## src/rtl/ps2_host_tx.sv

```systemverilog
// PS/2 host-to-device command transmitter: inhibit, request-to-send, 11-bit frame, ack, release.
// Define PS2_HOST_TX_TIMEOUT_EN to build the device-clock watchdog; otherwise timeout is tied low.
module ps2_host_tx #(
    parameter int INHIBIT_CYCLES = 5000,
    parameter int TIMEOUT_CYCLES = 750000
) (
    input  logic       clock50,
    input  logic       reset,
    input  logic       write,
    input  logic [7:0] tx_data,
    input  logic       ps2_clk_in,
    input  logic       ps2_dat_in,
    output logic       ps2_clk_oe,
    output logic       ps2_dat_oe,
    output logic       busy,
    output logic       done,
    output logic       ack_err,
    output logic       timeout
);

    typedef enum logic [2:0] {
        S_IDLE, S_INHIBIT, S_REQ, S_XFER, S_ACK, S_RELEASE
    } state_t;

    localparam int IW = (INHIBIT_CYCLES > 1) ? $clog2(INHIBIT_CYCLES + 1) : 1;

    state_t      state_q, state_d;
    logic [2:0]  clk_sync_q, clk_sync_d;
    logic [1:0]  dat_sync_q, dat_sync_d;
    logic [7:0]  data_q, data_d;
    logic        par_q, par_d;
    logic [3:0]  bit_cnt_q, bit_cnt_d;
    logic [IW-1:0] inh_cnt_q, inh_cnt_d;
    logic        dat_oe_q, dat_oe_d;
    logic        done_q, done_d;
    logic        ack_err_q, ack_err_d;
    logic        fall;

`ifdef PS2_HOST_TX_TIMEOUT_EN
    localparam int WW = $clog2(TIMEOUT_CYCLES + 1);
    logic [WW-1:0] wd_q, wd_d;
    logic          timeout_q, timeout_d;
`endif

    // clk_sync_q[2] is the previous synced level, so fall marks a synced 1->0
    assign fall       = clk_sync_q[2] & ~clk_sync_q[1];
    assign clk_sync_d = {clk_sync_q[1:0], ps2_clk_in};
    assign dat_sync_d = {dat_sync_q[0], ps2_dat_in};

    always_ff @(posedge clock50 or posedge reset) begin
        if (reset) begin
            state_q    <= S_IDLE;
            clk_sync_q <= '0;
            dat_sync_q <= '0;
            data_q     <= '0;
            par_q      <= 1'b0;
            bit_cnt_q  <= '0;
            inh_cnt_q  <= '0;
            dat_oe_q   <= 1'b0;
            done_q     <= 1'b0;
            ack_err_q  <= 1'b0;
`ifdef PS2_HOST_TX_TIMEOUT_EN
            wd_q       <= '0;
            timeout_q  <= 1'b0;
`endif
        end else begin
            state_q    <= state_d;
            clk_sync_q <= clk_sync_d;
            dat_sync_q <= dat_sync_d;
            data_q     <= data_d;
            par_q      <= par_d;
            bit_cnt_q  <= bit_cnt_d;
            inh_cnt_q  <= inh_cnt_d;
            dat_oe_q   <= dat_oe_d;
            done_q     <= done_d;
            ack_err_q  <= ack_err_d;
`ifdef PS2_HOST_TX_TIMEOUT_EN
            wd_q       <= wd_d;
            timeout_q  <= timeout_d;
`endif
        end
    end

    always_comb begin
        state_d   = state_q;
        data_d    = data_q;
        par_d     = par_q;
        bit_cnt_d = bit_cnt_q;
        inh_cnt_d = inh_cnt_q;
        dat_oe_d  = dat_oe_q;
        done_d    = 1'b0;
        ack_err_d = ack_err_q;
`ifdef PS2_HOST_TX_TIMEOUT_EN
        wd_d      = wd_q;
        timeout_d = timeout_q;
`endif
        case (state_q)
            S_IDLE: begin
                // a write coinciding with the done pulse is deliberately dropped
                if (write && !done_q) begin
                    data_d    = tx_data;
                    par_d     = ~^tx_data;
                    ack_err_d = 1'b0;
                    inh_cnt_d = '0;
`ifdef PS2_HOST_TX_TIMEOUT_EN
                    timeout_d = 1'b0;
`endif
                    state_d   = S_INHIBIT;
                end
            end
            S_INHIBIT: begin
                if (inh_cnt_q == IW'(INHIBIT_CYCLES - 1)) begin
                    dat_oe_d = 1'b1;
                    state_d  = S_REQ;
                end else begin
                    inh_cnt_d = inh_cnt_q + 1'b1;
                end
            end
            S_REQ: begin
                bit_cnt_d = '0;
`ifdef PS2_HOST_TX_TIMEOUT_EN
                wd_d      = '0;
`endif
                state_d   = S_XFER;
            end
            S_XFER: begin
                if (fall) begin
                    bit_cnt_d = bit_cnt_q + 1'b1;
                    if (bit_cnt_q < 4'd8) begin
                        dat_oe_d = ~data_q[bit_cnt_q[2:0]];
                    end else if (bit_cnt_q == 4'd8) begin
                        dat_oe_d = ~par_q;
                    end else begin
                        dat_oe_d = 1'b0;
                        state_d  = S_ACK;
                    end
                end
            end
            S_ACK: begin
                if (fall) begin
                    ack_err_d = dat_sync_q[1];
                    state_d   = S_RELEASE;
                end
            end
            S_RELEASE: begin
                if (clk_sync_q[1] && dat_sync_q[1]) begin
                    done_d  = 1'b1;
                    state_d = S_IDLE;
                end
            end
            default: state_d = S_IDLE;
        endcase
`ifdef PS2_HOST_TX_TIMEOUT_EN
        // wd counts the fall cycle as 1, so done lands TIMEOUT_CYCLES cycles after it
        if (state_q == S_XFER || state_q == S_ACK || state_q == S_RELEASE) begin
            wd_d = fall ? WW'(1) : wd_q + 1'b1;
            if (!fall && state_d != S_IDLE && wd_q == WW'(TIMEOUT_CYCLES - 1)) begin
                state_d   = S_IDLE;
                dat_oe_d  = 1'b0;
                timeout_d = 1'b1;
                done_d    = 1'b1;
            end
        end
`endif
    end

    always_comb begin
        ps2_clk_oe = (state_q == S_INHIBIT) || (state_q == S_REQ);
        ps2_dat_oe = dat_oe_q;
        busy       = (state_q != S_IDLE);
        done       = done_q;
        ack_err    = ack_err_q;
`ifdef PS2_HOST_TX_TIMEOUT_EN
        timeout    = timeout_q;
`else
        timeout    = 1'b0;
`endif
    end

endmodule

```

## config.mk

```make
export PLATFORM = sky130hd
export DESIGN_NAME = ps2_host_tx
export DESIGN_NICKNAME = d
export VERILOG_FILES = /design/src/rtl/ps2_host_tx.sv
export SDC_FILE = /design/constraint.sdc
export NUM_CORES = 1
export LEC_CHECK = 0
export BUFFER_PORTS_ARGS = -buffer_cell sky130_fd_sc_hd__buf_4
export CORE_ASPECT_RATIO = 1.5
export CORE_MARGIN = 1
export CORE_UTILIZATION = 55
export DETAILED_ROUTE_END_ITERATION = 16
export PLACE_DENSITY = 0.82
export SLEW_MARGIN = 20
export SYNTH_ARGS = -nofsm -noshare
export SYNTH_HDL_FRONTEND = slang
export SYNTH_SLANG_ARGS = --single-unit
```

## constraint.sdc

```tcl
create_clock -name clock50 -period 1.71 [get_ports clock50]
set_input_delay 0.342 -clock clock50 [delete_from_list [all_inputs] [get_ports clock50]]
set_output_delay 0.342 -clock clock50 [all_outputs]
set_load 0.1 [all_outputs]
```

; ---- After elaboration in Yosys (flattened, before gate mapping)
; Index checks and enable logic that the tools add are counted.
[totals]
regBits = 37
inputBits = 13
out_inout_bits = 6
elab_cells = 75
[classes]
add_sub_neg = 2
magnitude_cmp = 2
eq_ne = 15
mux = 25
bitwise_logic = 4
n_reduce_logical = 17
[ops]
columns = cell, count
row1 = 2-to-1 mux 13 bit, 2
row2 = one-hot mux 13 bit (2 select lines), 1
row3 = 2-to-1 mux 3 bit, 7
row4 = one-hot mux 3 bit (6 select lines), 1
row5 = inequality test 2 bit (second input constant), 8
row6 = adder 13 x 1 -> 13 bit (second input constant), 1
row7 = equality test 13 bit (second input constant), 1
row8 = 2-to-1 mux 1 bit, 9
row9 = AND reduction 3 bit, 3
row10 = one-hot mux 4 bit (2 select lines), 1
row11 = nonzero test 2 bit, 4
row12 = XNOR reduction 8 bit, 1
row13 = AND reduction 7 bit, 1
row14 = equality test 3 x 2 -> 1 bit (second input constant), 2
row15 = equality test 3 bit (second input constant), 2
row16 = adder 4 x 1 -> 4 bit (second input constant), 1
row17 = equality test 4 bit (second input constant), 1
row18 = less-than comparator 3 x 4 -> 1 bit (second input constant), 1
row19 = less-than comparator 4 bit (second input constant), 1
row20 = 2-to-1 mux 4 bit, 1
row21 = one-hot mux 1 bit (2 select lines), 2
row22 = AND reduction 2 bit, 2
row23 = binary-select mux 1 bit (select 3 bit), 1
row24 = equality test 3 x 1 -> 1 bit (second input constant), 1
row25 = other kinds (7), 10

; ---- Depth between registers and ports, before layout
; Gate-level depths: netlist of the first run.
[logic_depth]
depth_word = 6
depth_mapped = 7

; ---- Least setup slack after synthesis of the first run
; OpenSTA, ideal clock, no wires.
[synth_timing]
kind = register to output
startpoint = register state_q[0]
endpoint = output port ps2_clk_oe
t_arrival_ns = 2.233
t_required_ns = 1.368
setup_slack_ns = -0.865
path_stages_with_launch = 5
cell_sequence = dfrtp_1 > clkbuf_1 > buf_2 > xnor2_1 > nor2_1
[synth_between]
elab_chain_cells = 2
[synth_lines]
columns = element, line
row1 = start: declaration, 27  ; state_t state_q, state_d;
row2 = start signal: assignment, 67  ; state_q <= state_d;
row3 = equality test 3 x 1 -> 1 bit / equality test 3 x 2 -> 1 bit (equally long branches), 168  ; ps2_clk_oe = (state_q == S_INHIBIT) || (state_q == S_REQ);
row4 = logical OR 1 bit *, 168
row5 = end: declaration, 13  ; output logic ps2_clk_oe,
; Mark *: on every way between the ends. The rest lies on a longest branch, timed or not.

; ---- Worst setup path in the final report of the first run
[layout_timing]
startpoint = register state_q[2]
endpoint = output port busy
[layout_between]
elab_chain_cells = 1
[layout_lines]
columns = element, line
row1 = nonzero test 3 bit, 170  ; busy = (state_q != S_IDLE);
row2 = end: declaration, 15  ; output logic busy,
; No other way between the ends.

==> results of run 1 <==
==> stage by stage <==
| stage | hold slack (ps) | util (%) | total power, µW | std cells |
|---|---|---|---|---|
| 6_report | 90.9 | 68.6 | 1570 | 283 |
| 5_1_grt | 122 | 68.6 | 1630 | 283 |
| 4_1_cts | 101 | 67.9 | 1580 | 282 |
| 3_5_place_dp | 340 | 65.2 | 1010 | 274 |
| 3_3_place_gp | 344 | 65.2 | 1010 | 274 |
| 2_1_floorplan | 331 | - | 964 | 217 |
==> cell usage after synthesis, types with 5 or more instances <==
cell       n
o21ai_0   12
a21oi_1   13
nand2_1   40
nand2b_1   5
nor2_1    11
inv_1      7
or3_1      7
dfrtp_1   37
xnor2_1    7
clkbuf_1   6
==> cells in the final DEF (no fill, tap or decap), types with 5 or more instances in the layout <==
master    instances
clkbuf_8          5
a21oi_1          13
nand2b_1          5
inv_1             7
dfrtp_1          35
o21ai_0          12
nor2_1           10
nand2_1          40
buf_4            28
xnor2_1           6
or3_1             7
==> power by group <==
part	switching, µW	internal, µW	total [µW]
combinational	56.1	48.2	104
sequential	4.08	881	885
clock	294	282	576
total	354	1210	1570
==> state kept, by name (all words and copies together), names as in the netlist <==
| name | count |
|---|---|
| state_q | 3 |
| inh_cnt_q | 13 |
| done | 1 |
| dat_sync_q | 2 |
| ack_err | 1 |
| ps2_dat_oe | 1 |
| clk_sync_q | 3 |
| par_q | 1 |
| bit_cnt_q | 4 |
| data_q | 8 |
==> what timing repair did <==
item                                   CTS  global route
hold buffers                             0             0
setup endpoints to repair                2             2
buffers inserted                         0             1
endpoints found under the hold margin    0             0
cloned                                   0             0
resized for setup                        3             3
==> routing by layer <==
layer / part of all wire, % / vias up / GRT usage [%]
li1: - / 794 / -
met1: 44 / 767 / 26.6
met3: 2.9 / 7 / 4.79
met5: 0 / - / 0
met2: 51 / 27 / 38.5
met4: 1.8 / 0 / 10.8
==> worst register-to-register path: stages, from the launching register on <==
cell and delay [ps]:
dfrtp_1 380, ha_1 190, and2_1 210, o211ai_4 120
or4_1 520, a21oi_1 130
==> cells by family after synthesis <==
kind of cell | share of synthesized area [%]
buffers and inverters | 5.34
AO/OA/AOI/OAI | 16.6
XOR/XNOR | 4.40
AND/OR/NAND/NOR | 21.7
other | 0.188
adder cells (fa/ha/maj) | 1.89
multiplexers | 3.33
flip-flops | 46.5
==> area by class of cell <==
type	count	area share (%)
inverters	8	1.28
clock buffers	6	3.09
flip-flops and latches	37	39.7
multi-input cells	158	42.6
clock inverters	2	0.427
repair buffers	30	10.7
well taps	42	2.24
==> worst paths after layout <==
check / from / to / slack (ps) / cells past startpoint
setup / recovery: state_q[2] / busy / 40 / 3
hold / removal: reset / data_q[1] / 90 / 3
setup reg to reg: inh_cnt_q[0] / inh_cnt_q[12] / 100 / 5
hold reg to reg: clk_sync_q[0] / clk_sync_q[1] / 350 / 0
max in group asynchronous: reset / done / 1410 / 3
min in group clock50: ps2_clk_in / clk_sync_q[0] / 160 / 1
==> flow_summary.json, run 1 <==
{
  "cts_root_buffer": "clkbuf_8",
  "multi_input_area_um2": 998,
  "cp_top_family": "flip-flops",
  "yosys_warnings": 0,
  "tns_ps": 0,
  "overflow": 0,
  "cts_tree": "built",
  "start_kind": "register",
  "postSynthCellCount": 217,
  "fin_nets": 256,
  "placed_area_um2": 2230,
  "area_growth_pct": 17.8,
  "die_w_um": 51.1,
  "yosysSeqAreaShare_pct": 46.5,
  "viasPerCell": 5.64,
  "start_util_pct": 58.3,
  "clock-sinks": 37,
  "core-area_um2": 3420,
  "ioPinCount": 19,
  "peakVddDrop_v": 0.000568,
  "min_period_ps": 1670,
  "powerDensity_nw_per_um2": 668,
  "grt_pass1_wl_mm": 6.32,
  "drv_cap": 0,
  "synth.largest_area_cell": "dfrtp_1",
  "path_buf_inv": 2,
  "hold_violations": 0,
  "drv_slew": 0,
  "gr-usage-all-layers_pct": 22.4,
  "max_freq_mhz": 600,
  "ys_seq_elements": 37,
  "post_drt_wl_per_cell_um": 13.5,
  "grt_max_degree": 38,
  "setup_ws_ps": 43.2,
  "drcViolationCount": 0,
  "gp_congestion": 0.813,
  "fin_area_um2": 2340,
  "finalWirelength_mm": 3.82,
  "vias": 1595,
  "crit_required_ps": 1370,
  "dpl.hpwl_mm": 2.71,
  "fill_cells": 278,
  "seq_area_um2": 931,
  "synth_ff_type": "dfrtp_1",
  "netlist.area_leader.share_pct": 46.5,
  "rows": 26,
  "path_max_fanout": 7,
  "syn_nets": 233,
  "endpoint_kind": "output pin",
  "post-route-period-util_pct": 97.5,
  "antenna_found_initial": 0,
  "rsz0062_at_grt": "no",
  "first_pass_iters": 4,
  "slowest_delay_ps": 490,
  "place_ws_ps": 91.9,
  "clockBufferDepth": 2,
  "drt-initial-drc-count": 39,
  "cts_buffers": 5,
  "htreeDepth": 2,
  "n_antenna_cell": 0,
  "critPathKind": "reg -> out",
  "power_leakage_uw": 0.00111,
  "status": "finished clean",
  "synth_edf_count": 0,
  "io_buffers": 17,
  "synth-async-reset-ratio_pct": 100,
  "worstHoldPathType": "in -> async",
  "ys_types": 48,
  "synth_area_leaders": "dfrtp_1 (47%), nand2_1 (7.5%), a21oi_1 (3.3%), xnor2_1 (3.1%), o21ai_0 (3.0%)",
  "clkSlewWorstSetupHoldPaths_ps": 70,
  "drive_gt1_share_pct": 19.9,
  "final.setup_skew_ps": 6.46,
  "syn-cell-area_um2": 1990,
  "clock_latency_ps": 290,
  "arrival_ps": 1320,
  "syn_area_per_cell_um2": 9.17,
  "ant_nets": 0,
  "cp_cell_sequence": "nor3_4 -> inv_1 -> buf_4",
  "cp_slowest_cell": "dfrtp_1",
  "die_area_um2": 3870,
  "setup_violations": 0,
  "die_y_um": 75.7,
  "grt_pass1_vias": 1471
}
(Power assumes the default switching activity.)
==> run 2: changes to the inputs <==
--- a/config.mk
+++ b/config.mk
@@ -10,6 +10,7 @@
 export CORE_MARGIN = 1
 export CORE_UTILIZATION = 55
 export DETAILED_ROUTE_END_ITERATION = 16
+export MAX_ROUTING_LAYER = met4
 export PLACE_DENSITY = 0.82
 export SLEW_MARGIN = 20
 export SYNTH_ARGS = -nofsm -noshare
==> flow_summary.json, run 2 (same netlist as run 1, synthesis figures left out) <==
{
  "status": "finished clean",
  "fin_area_um2": 2340,
  "die_area_um2": 3870,
  "start_util_pct": 58.3,
  "max_freq_mhz": 601,
  "cp_cell_sequence": "nor3_4 -> inv_1 -> buf_4",
  "arrival_ps": 1320,
  "largest_register": "inh_cnt_q",
  "crit_required_ps": 1370,
  "final_common_cell": "nand2_1",
  "top_regs": "inh_cnt_q x13, data_q x8, bit_cnt_q x4",
  "place_ws_ps": 91.9,
  "seq_power_share_pct": 56.5,
  "min_period_ps": 1660,
  "gp_congestion": 0.825,
  "dpl.hpwl_mm": 2.71,
  "fin_nets": 256,
  "r2r_cells": 5,
  "worstHoldPathType": "in -> async",
  "clock-sinks": 37,
  "path_max_fanout": 7,
  "drv_cap": 0,
  "cts_buffers": 5,
  "setup_violations": 0,
  "cts_tree": "built",
  "grt_pass1_wl_mm": 6.31,
  "final.setup_skew_ps": 6.45,
  "finalWirelength_mm": 3.82,
  "area_growth_pct": 17.8,
  "endpoint_kind": "output pin",
  "power_leakage_uw": 0.00111,
  "p_sw_share_pct": 22.6,
  "overflow": 0,
  "intPower_uw": 1210,
  "rsz0062_at_grt": "no",
  "io_buffers": 17,
  "core-area_um2": 3420,
  "drt-initial-drc-count": 43,
  "final_cell_mix": "nand2_1 (40), dfrtp_1 (35), buf_4 (28)",
  "setup_ws_ps": 45.0,
  "post-route-period-util_pct": 97.4,
  "powerDensity_nw_per_um2": 668,
  "grt_max_degree": 38,
  "clock_latency_ps": 290,
  "viasPerCell": 5.65,
  "post_drt_wl_per_cell_um": 13.5,
  "n_antenna_cell": 0,
  "p_sw_uw": 354,
  "htreeDepth": 2,
  "ant_nets": 0,
  "placed_area_um2": 2230,
  "utilization_pct": 68.6,
  "drcViolationCount": 0,
  "fill_cells": 278,
  "peakVddDrop_v": 0.000568,
  "grt_pass1_vias": 1475,
  "clockBufferDepth": 2,
  "cts_root_buffer": "clkbuf_8",
  "antenna_found_initial": 0,
  "cp_slowest_cell": "dfrtp_1",
  "clockPowerShare_pct": 36.8,
  "die_y_um": 75.7,
  "rows": 26,
  "r2r_setup_slack_ps": 100,
  "first_pass_iters": 4,
  "combPwrFrac_pct": 6.7,
  "seq_area_um2": 931,
  "vias": 1600,
  "largest_reg_flops": 13,
  "ioPinCount": 19,
  "tns_ps": 0,
  "clkSlewWorstSetupHoldPaths_ps": 70,
  "hold_violations": 0,
  "slowest_delay_ps": 490,
  "start_kind": "register",
  "gr-usage-all-layers_pct": 23.1,
  "die_w_um": 51.1,
  "drv_slew": 0,
  "multi_input_area_um2": 998,
  "critPathKind": "reg -> out",
  "drive_gt1_share_pct": 19.9
}
-- run 2: cell type report --
class                           instances  area share (%)
Multi-Input combinational cell        158            42.6
Sequential cell                        37            39.7
Timing Repair Buffer                   30            10.7
Clock buffer                            6            3.09
Tap cell                               42            2.24
Inverter                                8            1.28
Clock inverter                          2           0.427
-- run 2: final timing paths --
check	from	end
worst max-delay path	state_q[2]	busy
worst max register to register	inh_cnt_q[0]	inh_cnt_q[12]
max in group asynchronous	reset	done
worst min register to register	clk_sync_q[0]	clk_sync_q[1]
min in group clock50	ps2_clk_in	clk_sync_q[0]
worst min-delay path	reset	data_q[1]
-- run 2: metal layers --
metal	global-route usage, %	wire, µm	vias up
met5	-	0	-
met4	10.8	67	0
met3	4.79	120	7
met2	38.5	1960	29
met1	26.6	1670	770
li1	-	-	794
-- run 2: power groups by stage --
stage,Combinational [µW],Sequential [µW],Clock (µW)
final,104,885,576
after global routing,115,885,628
after global placement,105,902,0
after detailed placement,106,902,0
after CTS,106,885,591
after floorplan,63.7,900,0
-- run 2: critical path: cells and delay by family (launching register included) --
family	cells	cell delay, ps
DFF	1	490
buffers and inverters	2	290
and+or+nand+nor	1	260
-- run 2: timing repair --
item                                   CTS  global route
resized for setup                        3             3
buffers inserted                         0             1
setup endpoints to repair                2             2
hold buffers                             0             0
endpoints found under the hold margin    0             0
-- run 2: stage by stage --
stage / cells / hold slack [ps] / power, µW
4_1_cts: 282 / 101 / 1580
3_3_place_gp: 274 / 344 / 1010
6_report: 283 / 90.8 / 1570
3_5_place_dp: 274 / 340 / 1010
2_1_floorplan: 217 / 331 / 964
5_1_grt: 283 / 122 / 1630
